## src/rtl/shared_unit_rr_sched.sv

```systemverilog
// Round-robin issue scheduler sharing one 2-input combine unit among NUM_REQ requesters,
// with an in-flight credit limit and tag-routed result return.

module shared_unit_rr_lane (
  input  logic clk,
  input  logic rst_n,
  input  logic hit_i,
  output logic resp_valid_o
);
  logic resp_q;

  always_ff @(posedge clk) begin
    if (!rst_n) resp_q <= 1'b0;
    else        resp_q <= hit_i;
  end

  assign resp_valid_o = resp_q;
endmodule

module shared_unit_rr_sched #(
  parameter int NUM_REQ = 4,
  parameter int DATA_W  = 8,
  parameter int MAX_OUT = 3,
  parameter int TAG_W   = 3
) (
  input  logic                      clk,
  input  logic                      rst_n,
  input  logic [NUM_REQ-1:0]        req_valid,
  input  logic [NUM_REQ*DATA_W-1:0] req_a,
  input  logic [NUM_REQ*DATA_W-1:0] req_b,
  output logic [NUM_REQ-1:0]        req_ready,
  output logic                      unit_in_valid,
  output logic [DATA_W-1:0]         unit_in_a,
  output logic [DATA_W-1:0]         unit_in_b,
  output logic [TAG_W-1:0]          unit_in_tag,
  input  logic                      unit_out_valid,
  input  logic [DATA_W-1:0]         unit_out_data,
  input  logic [TAG_W-1:0]          unit_out_tag,
  output logic [NUM_REQ-1:0]        resp_valid,
  output logic [DATA_W-1:0]         resp_data,
  output logic [2:0]                outstanding,
  output logic                      err_tag
);
  logic [NUM_REQ-1:0][DATA_W-1:0] a_lane, b_lane;
  logic [TAG_W-1:0]  ptr_q, ptr_d;
  logic [2:0]        out_q, out_d;
  logic              err_q, err_d;
  logic              iv_q;
  logic [DATA_W-1:0] ia_q, ib_q, rd_q;
  logic [TAG_W-1:0]  itag_q;
  logic              grant, accept;
  logic [TAG_W-1:0]  gidx;
  logic [DATA_W-1:0] ga, gb;

  assign a_lane = req_a;
  assign b_lane = req_b;

  // Scan ptr, ptr+1, ... and take the first valid; gated by the credit limit and reset.
  always_comb begin
    grant     = 1'b0;
    gidx      = '0;
    ga        = '0;
    gb        = '0;
    ptr_d     = ptr_q;
    req_ready = '0;
    if (rst_n && (out_q < 3'(MAX_OUT))) begin
      for (int k = 0; k < NUM_REQ; k++) begin
        for (int i = 0; i < NUM_REQ; i++) begin
          if (!grant && req_valid[i] && (i == (int'(ptr_q) + k) % NUM_REQ)) begin
            grant        = 1'b1;
            gidx         = TAG_W'(i);
            ga           = a_lane[i];
            gb           = b_lane[i];
            ptr_d        = TAG_W'((i + 1) % NUM_REQ);
            req_ready[i] = 1'b1;
          end
        end
      end
    end
  end

  // A result is only legal with credit outstanding and an in-range tag; anything else is dropped.
  assign accept = unit_out_valid && (int'(unit_out_tag) < NUM_REQ) && (out_q != 3'd0);
  assign err_d  = err_q | (unit_out_valid & ~accept);

  always_comb begin
    out_d = out_q;
    case ({grant, accept})
      2'b10:   out_d = out_q + 3'd1;
      2'b01:   out_d = out_q - 3'd1;
      default: out_d = out_q;
    endcase
  end

  always_ff @(posedge clk) begin
    if (!rst_n) begin
      ptr_q  <= '0;
      out_q  <= '0;
      err_q  <= 1'b0;
      iv_q   <= 1'b0;
      ia_q   <= '0;
      ib_q   <= '0;
      itag_q <= '0;
      rd_q   <= '0;
    end else begin
      ptr_q <= ptr_d;
      out_q <= out_d;
      err_q <= err_d;
      iv_q  <= grant;
      if (grant) begin
        ia_q   <= ga;
        ib_q   <= gb;
        itag_q <= gidx;
      end
      if (accept) rd_q <= unit_out_data;
    end
  end

  for (genvar i = 0; i < NUM_REQ; i++) begin : g_lane
    shared_unit_rr_lane u_lane (
      .clk          (clk),
      .rst_n        (rst_n),
      .hit_i        (accept && (int'(unit_out_tag) == i)),
      .resp_valid_o (resp_valid[i])
    );
  end

  assign unit_in_valid = iv_q;
  assign unit_in_a     = ia_q;
  assign unit_in_b     = ib_q;
  assign unit_in_tag   = itag_q;
  assign resp_data     = rd_q;
  assign outstanding   = out_q;
  assign err_tag       = err_q;
endmodule

```

## config.mk

```make
export PLATFORM = sky130hd
export DESIGN_NAME = shared_unit_rr_sched
export DESIGN_NICKNAME = d
export VERILOG_FILES = /design/src/rtl/shared_unit_rr_sched.sv
export SDC_FILE = /design/constraint.sdc
export NUM_CORES = 1
export LEC_CHECK = 0
export CAP_MARGIN = 20
export CORE_MARGIN = 2
export CORE_UTILIZATION = 47
export DETAILED_ROUTE_END_ITERATION = 8
export PLACE_DENSITY = 0.82
export SLEW_MARGIN = 15
export SYNTH_ARGS = -nofsm -noshare
export SYNTH_HDL_FRONTEND = slang
export SYNTH_SLANG_ARGS = --single-unit
```

## constraint.sdc

```tcl
create_clock -name clk -period 3.35 [get_ports clk]
set_input_delay 0.5025 -clock clk [delete_from_list [all_inputs] [get_ports clk]]
set_output_delay 0.5025 -clock clk [all_outputs]
set_load 0.01 [all_outputs]
```

== After elaboration in Yosys (flattened, before gate mapping) ==
Index checks and enable logic that the tools add are counted.

* Register bits after elaboration: 38
* Latch bits: 0
* Memory bits (writable): 0
* Memory bits (read-only): 0
* Input port bits: 82
* Memories kept: 0

* Add/subtract/negate cells: 5
* Multiply operators: 0
* Div/mod/pow operators: 0
* Magnitude comparators: 2
* Equal/unequal tests: 17
* Shifts and indexed selects: 0
* Muxes and demuxes: 115
* Bitwise operators: 6
* Reductions and logical operators: 65

{| class="wikitable"
|+ Operator list
! operator !! number
|-
| two-way mux 8 bit || 34
|-
| logical NOT 32 bit || 4
|-
| two-way mux 1 bit || 48
|-
| two-way mux 3 bit || 15
|-
| logical AND 1 bit || 38
|-
| two-way mux 2 bit || 16
|-
| == test 3 bit, first input constant || 6
|-
| nonzero test 16 bit || 1
|-
| logical NOT 1 bit || 15
|-
| == test 2 x 3 -> 1 bit, first input constant || 3
|-
| == test 3 bit, second input constant || 2
|-
| one-hot mux 3 bit (2 select lines) || 1
|-
| OR reduction 2 bit || 3
|-
| adder 2 bit, second input constant || 2
|-
| == test 2 bit, first input constant || 2
|-
| two-way mux 4 bit || 1
|-
| adder 3 x 1 -> 3 bit, second input constant || 1
|-
| bitwise AND 1 bit, first input constant || 3
|-
| == test 3 x 2 -> 1 bit, second input constant || 1
|-
| logical NOT 3 bit || 1
|-
| < comparator 3 x 2 -> 1 bit, second input constant || 1
|-
| < comparator 3 bit, second input constant || 1
|-
| nonzero test 3 bit || 1
|-
| subtractor 3 x 1 -> 3 bit, second input constant || 1
|-
| 9 further kinds || 9
|}

== Longest topological paths before layout ==
* Depth after elaboration: 81
* Mapped depth: 12

== Hierarchy ==
From an unflattened synthesis, not the netlist that was laid out.

* Cells, all modules: 518
* Area, all modules: 3925.0 µm²

{| class="wikitable"
|+ Modules (own cells, without submodules)
! module !! instances !! cells each !! area an instance (µm²) !! sequential area each (µm²)
|-
| shared_unit_rr_sched || 1 || 510 || 3819.9 || 660.6
|-
| shared_unit_rr_lane || 4 || 2 || 26.3 || 20.0
|}

== Worst setup path before layout ==
No wires, ideal clock.

* Path kind: input -> register
* Start: in req_valid[0]
* End: reg out_q[2], in the netlist outstanding[2]
* Arrival: 2.952 ns
* Required time: 3.274 ns
* Path slack: 0.322 ns
* Stages on the path: 12
* Cells stage by stage: buf_4 > or4_1 > and4b_1 > inv_2 > buf_2 > buf_4 > ha_1 > inv_1 > fa_1 > xor2_1 > or3_1 > a21boi_0

* Word-level cells in the longest chain between the ends: 80

{| class="wikitable"
|+ RTL lines
! item !! line !! RTL
|-
| from (decl) || 28 || <nowiki>input logic [NUM_REQ-1:0] req_valid,</nowiki>
|-
| logical AND 1 bit || 69 || <nowiki>if (!grant && req_valid[i] && (i == (int'(ptr_q) + k) % NUM_REQ)) begin</nowiki>
|-
| two-way mux 1 bit || 69 ||
|-
| two-way mux 1 bit || 66 || <nowiki>if (rst_n && (out_q < 3'(MAX_OUT))) begin</nowiki>
|-
| logical NOT 1 bit || 69 ||
|-
| logical AND 1 bit (2 in series) || 69 ||
|-
| two-way mux 1 bit || 69 ||
|-
| two-way mux 1 bit || 66 ||
|-
| logical NOT 1 bit || 69 ||
|-
| [62 not listed] || n/a ||
|-
| two-way mux 1 bit (*) || 69 ||
|-
| two-way mux 1 bit (*) || 66 ||
|-
| logical NOT 1 bit || 69 ||
|-
| logical AND 1 bit (2 in series) || 69 ||
|-
| two-way mux 1 bit (*) || 69 ||
|-
| two-way mux 1 bit (*) || 66 ||
|-
| == test 2 x 1 -> 1 bit or == test 2 bit (tied branches) || 88 || <nowiki>case ({grant, accept})</nowiki>
|-
| one-hot mux 3 bit (2 select lines) or nonzero test 2 bit (tied branches) || n/a ||
|-
| to (signal assigned) || 107 || <nowiki>out_q <= out_d;</nowiki>
|-
| to (decl) || 46 || <nowiki>logic [2:0] out_q, out_d;</nowiki>
|}

Every way passes the cells marked *; elsewhere a longest branch is shown, timed or not. The select of a mux whose other input is x is not followed.
A chain may end at the register's enable or synchronous reset.

== Worst setup path in the final report ==
* Start: in req_valid[0]
* End: out req_ready[0]

* Word-level cells in the longest chain between the ends: 63

{| class="wikitable"
|+ RTL lines
! item !! line !! RTL
|-
| logical AND 1 bit || 69 ||
|-
| two-way mux 1 bit || 69 ||
|-
| two-way mux 1 bit || 66 ||
|-
| logical NOT 1 bit || 69 ||
|-
| logical AND 1 bit (2 in series) || 69 ||
|-
| two-way mux 1 bit || 69 ||
|-
| two-way mux 1 bit || 66 ||
|-
| logical NOT 1 bit || 69 ||
|-
| [44 not listed] || n/a ||
|-
| logical NOT 1 bit || 69 ||
|-
| logical AND 1 bit (2 in series) || 69 ||
|-
| two-way mux 1 bit || 69 ||
|-
| two-way mux 1 bit || 66 ||
|-
| logical NOT 1 bit || 69 ||
|-
| logical AND 1 bit (2 in series) || 69 ||
|-
| two-way mux 1 bit (*) || 69 ||
|-
| two-way mux 4 bit (*) || 66 ||
|-
| to (decl) || 31 || <nowiki>output logic [NUM_REQ-1:0] req_ready,</nowiki>
|}

Marked as above.

==> results_dict.tcl <==
set metrics [dict create \
    arrival_ps 2670 \
    p_per_area_nw_per_um2 399 \
    worst_clock_skew_ps 16.5 \
    clk_path_buf_depth 2 \
    async_reset_ff_share_pct 0 \
    grt-ovfl-total 0 \
    place_congestion 1.01 \
    postSynthAreaPerCell_um2 7.50 \
    timing.setup.tns_ps 0 \
    numCtsBuffers 5 \
    regArea_um2 741 \
    path_clk_slew_ps 70 \
    ys.flop_type "dfxtp_1" \
    rsz0062_at_grt "no" \
    grt_max_degree 31 \
    grt_pass1_wl_um 24400 \
    rr_endpoint "unit_in_a[5]" \
    via_count 4915 \
    cts.sinks 37 \
    cts_max_level 2 \
    ir_worst_vdd_v 0.000317 \
    worst_slew_pin_slew_ps 811 \
    drtAntennaViolNets 0 \
    crit_family "buffers and inverters" \
    core_area_um2 7650 \
    crit_chain "clkdlybuf4s50_1, buf_4, nor3b_4, nand2_1, nand2_1, nor2_1, nor2_1, clkdlybuf4s50_1" \
    hold_viol_final 0 \
    drtIter0Drc 548 \
    crit_fanout 16 \
    first_pass_iters 7 \
    cp_slowest_cell "clkdlybuf4s50_1" \
    detailed_place_hpwl_um 11200 \
    die_area_um2 8540 \
    viasPerCell 6.98 \
    crit_end "req_ready[0]" \
    wl_um 15700 \
    endpoint_kind "output port" \
    rr_worst_depth 6 \
    rr_startpoint "ptr_q[1]" \
    ys_seq_elements 37 \
    finalMaxSlewViolations 0 \
    maxCapViolCount 0 \
    hold_path_class "flip-flop to flip-flop" \
    post_cts_resize_count 0 \
    fmax_ghz 0.315 \
    worst-path-buf-inv 3 \
    diodes 0 \
    syn_nets 574 \
    io_buffers 120 \
    synth.cell_area_um2 3670 \
    slowest_delay_ps 550 \
    maxSlewHeadroom_pct 45.8 \
    status "finished, final reports clean" \
    start_kind "input port" \
    required_ps 2850 \
    final.fill_count 673 \
    antenna_found_initial 0 \
    grt_pass1_vias 4540 \
    routedWlPerCell_um 22.3 \
    path_class "input port to output port" \
    syn_inst 490 \
    ios 122 \
    track_usage_pct 36.0 \
    ys_seq_area_share_pct 20.2 \
    yosysUniqueCellTypes 71 \
    drc 0 \
    crit_start "req_valid[0]" \
    p_leak_nw 1.84 \
    nNetsFinal 685 \
    die_w_um 92.4 \
    multi_input_area_um2 2630 \
    num_rows 32 \
    setup_viol_count_final 0 \
    path_depth 8 \
    r2r_slack_ps 640 \
    initial_core_util_pct 48.0 \
    fin_crit_ps 3170 \
    die-height_um 92.4 \
    syn_to_final_growth_pct 40.1 \
    fin_ws_ps 176 \
    cts_tree "done" \
    clock_latency_ps 300 \
    root_buffer "clkbuf_8" \
    drive_above_1_share_pct 9.63 \
    pre_cts_slack_ps 142 \
    min_period_over_period_pct 94.7 \
    synth_edf_count 0 \
    yosysWarnings 0 \
]
-- logic make-up after synthesis --
logic type,count (synthesis),synth area share [%]
AO/OA/AOI/OAI,208,43.0
XOR/XNOR,2,0.477
adder cells (fa/ha/maj),2,0.886
buffers and inverters,62,8.38
flip-flops,37,20.2
multiplexers,9,2.45
other,1,0.102
AND/OR/NAND/NOR,169,24.6
-- cell type report --
type / instances / share of cell area, %
tap: 102 / 2.48
clock buffer: 6 / 1.60
timing repair buffer: 158 / 29.1
multi-input combinational: 391 / 51.1
sequential: 37 / 14.4
clock inverter: 2 / 0.729
inverter: 8 / 0.583
-- power by group --
part           internal (mW)  switching (mW)  leakage (nW)  total (mW)
logic                  0.514           0.509          1.48        1.02
registers              0.527          0.0682         0.305       0.595
clock network          0.243           0.191        0.0574       0.433
-- routing by layer --
| layer | wire (um) | share of wire, % | GRT usage (%) | up-vias |
|---|---|---|---|---|
| li1 | - | - | - | 2169 |
| met1 | 6240 | 40 | 48.6 | 2247 |
| met2 | 6700 | 43 | 54.5 | 415 |
| met3 | 2040 | 13 | 8.71 | 84 |
| met4 | 692 | 4.4 | 15.2 | 0 |
| met5 | 0 | 0 | 0 | - |
-- per-stage QoR --
step	hold slack (ps)	cells	utilization, %	total power [mW]	instance area, um2
after global placement	456	694	65.5	1.59	5010
final	477	704	67.3	2.05	5150
after global routing	514	704	67.3	2.16	5150
after detailed placement	467	694	65.5	1.61	5010
after floorplan	509	490	-	1.14	3670
after CTS	486	702	67.1	2.04	5130
-- cell usage after synthesis, types with 6 or more instances --
| master | instances | area (um2) |
|---|---|---|
| and3_1 | 7 | 43.8 |
| nand3_1 | 11 | 55.1 |
| a22o_1 | 6 | 52.6 |
| nand2_1 | 55 | 206 |
| a221oi_1 | 18 | 158 |
| clkbuf_1 | 21 | 78.8 |
| o221ai_1 | 12 | 105 |
| a211oi_1 | 10 | 75.1 |
| buf_2 | 18 | 90.1 |
| a21oi_1 | 18 | 90.1 |
| mux2i_1 | 9 | 90.1 |
| and2_1 | 6 | 37.5 |
| nor2b_1 | 17 | 106 |
| buf_4 | 10 | 75.1 |
| a32o_1 | 6 | 60.1 |
| o21ai_0 | 30 | 150 |
| dfxtp_1 | 37 | 741 |
| o211ai_1 | 6 | 45.0 |
| a32oi_1 | 13 | 114 |
| nor2_1 | 34 | 128 |
| a22oi_1 | 12 | 90.1 |
| a31oi_1 | 6 | 37.5 |
| o22ai_1 | 19 | 119 |
| inv_1 | 7 | 26.3 |
| a221o_1 | 10 | 100 |
-- state kept, by name, indices dropped and copies added (netlist names) --
name / flops
unit_in_b: 8
unit_in_tag: 2
resp_data: 8
g_lane.u_lane.resp_valid_o: 4
unit_in_valid: 1
ptr_q: 2
unit_in_a: 8
outstanding: 3
err_tag: 1
-- timing repair --
action / CTS / global route
endpoints found under the hold margin: 0 / 0
hold buffers: 0 / 0
setup endpoints to repair: 0 / 1
buffers inserted: 0 / 2
-- how the worst min path moves through the flow --
| stage | from | endpoint | cells after the start |
|---|---|---|---|
| 4_1_cts | err_tag | err_tag | 1 |
| 5_1_grt | err_tag | err_tag | 1 |
| 3_5_place_dp | err_tag | err_tag | 1 |
| 2_1_floorplan | err_tag | err_tag | 1 |
| 6_report | err_tag | err_tag | 1 |
| 3_3_place_gp | err_tag | err_tag | 1 |
-- cell usage in the layout, fill, tap and decap left out, types with 13 or more instances in the layout --
cell and n:
a21oi_1 18, a221oi_1 18, a32oi_1 13, buf_4 37, clkdlybuf4s50_1 120, dfxtp_1 37
nand2_1 55, nor2_1 34, nor2b_1 17, o21ai_0 30, o22ai_1 19
(Power assumes the default switching activity.)
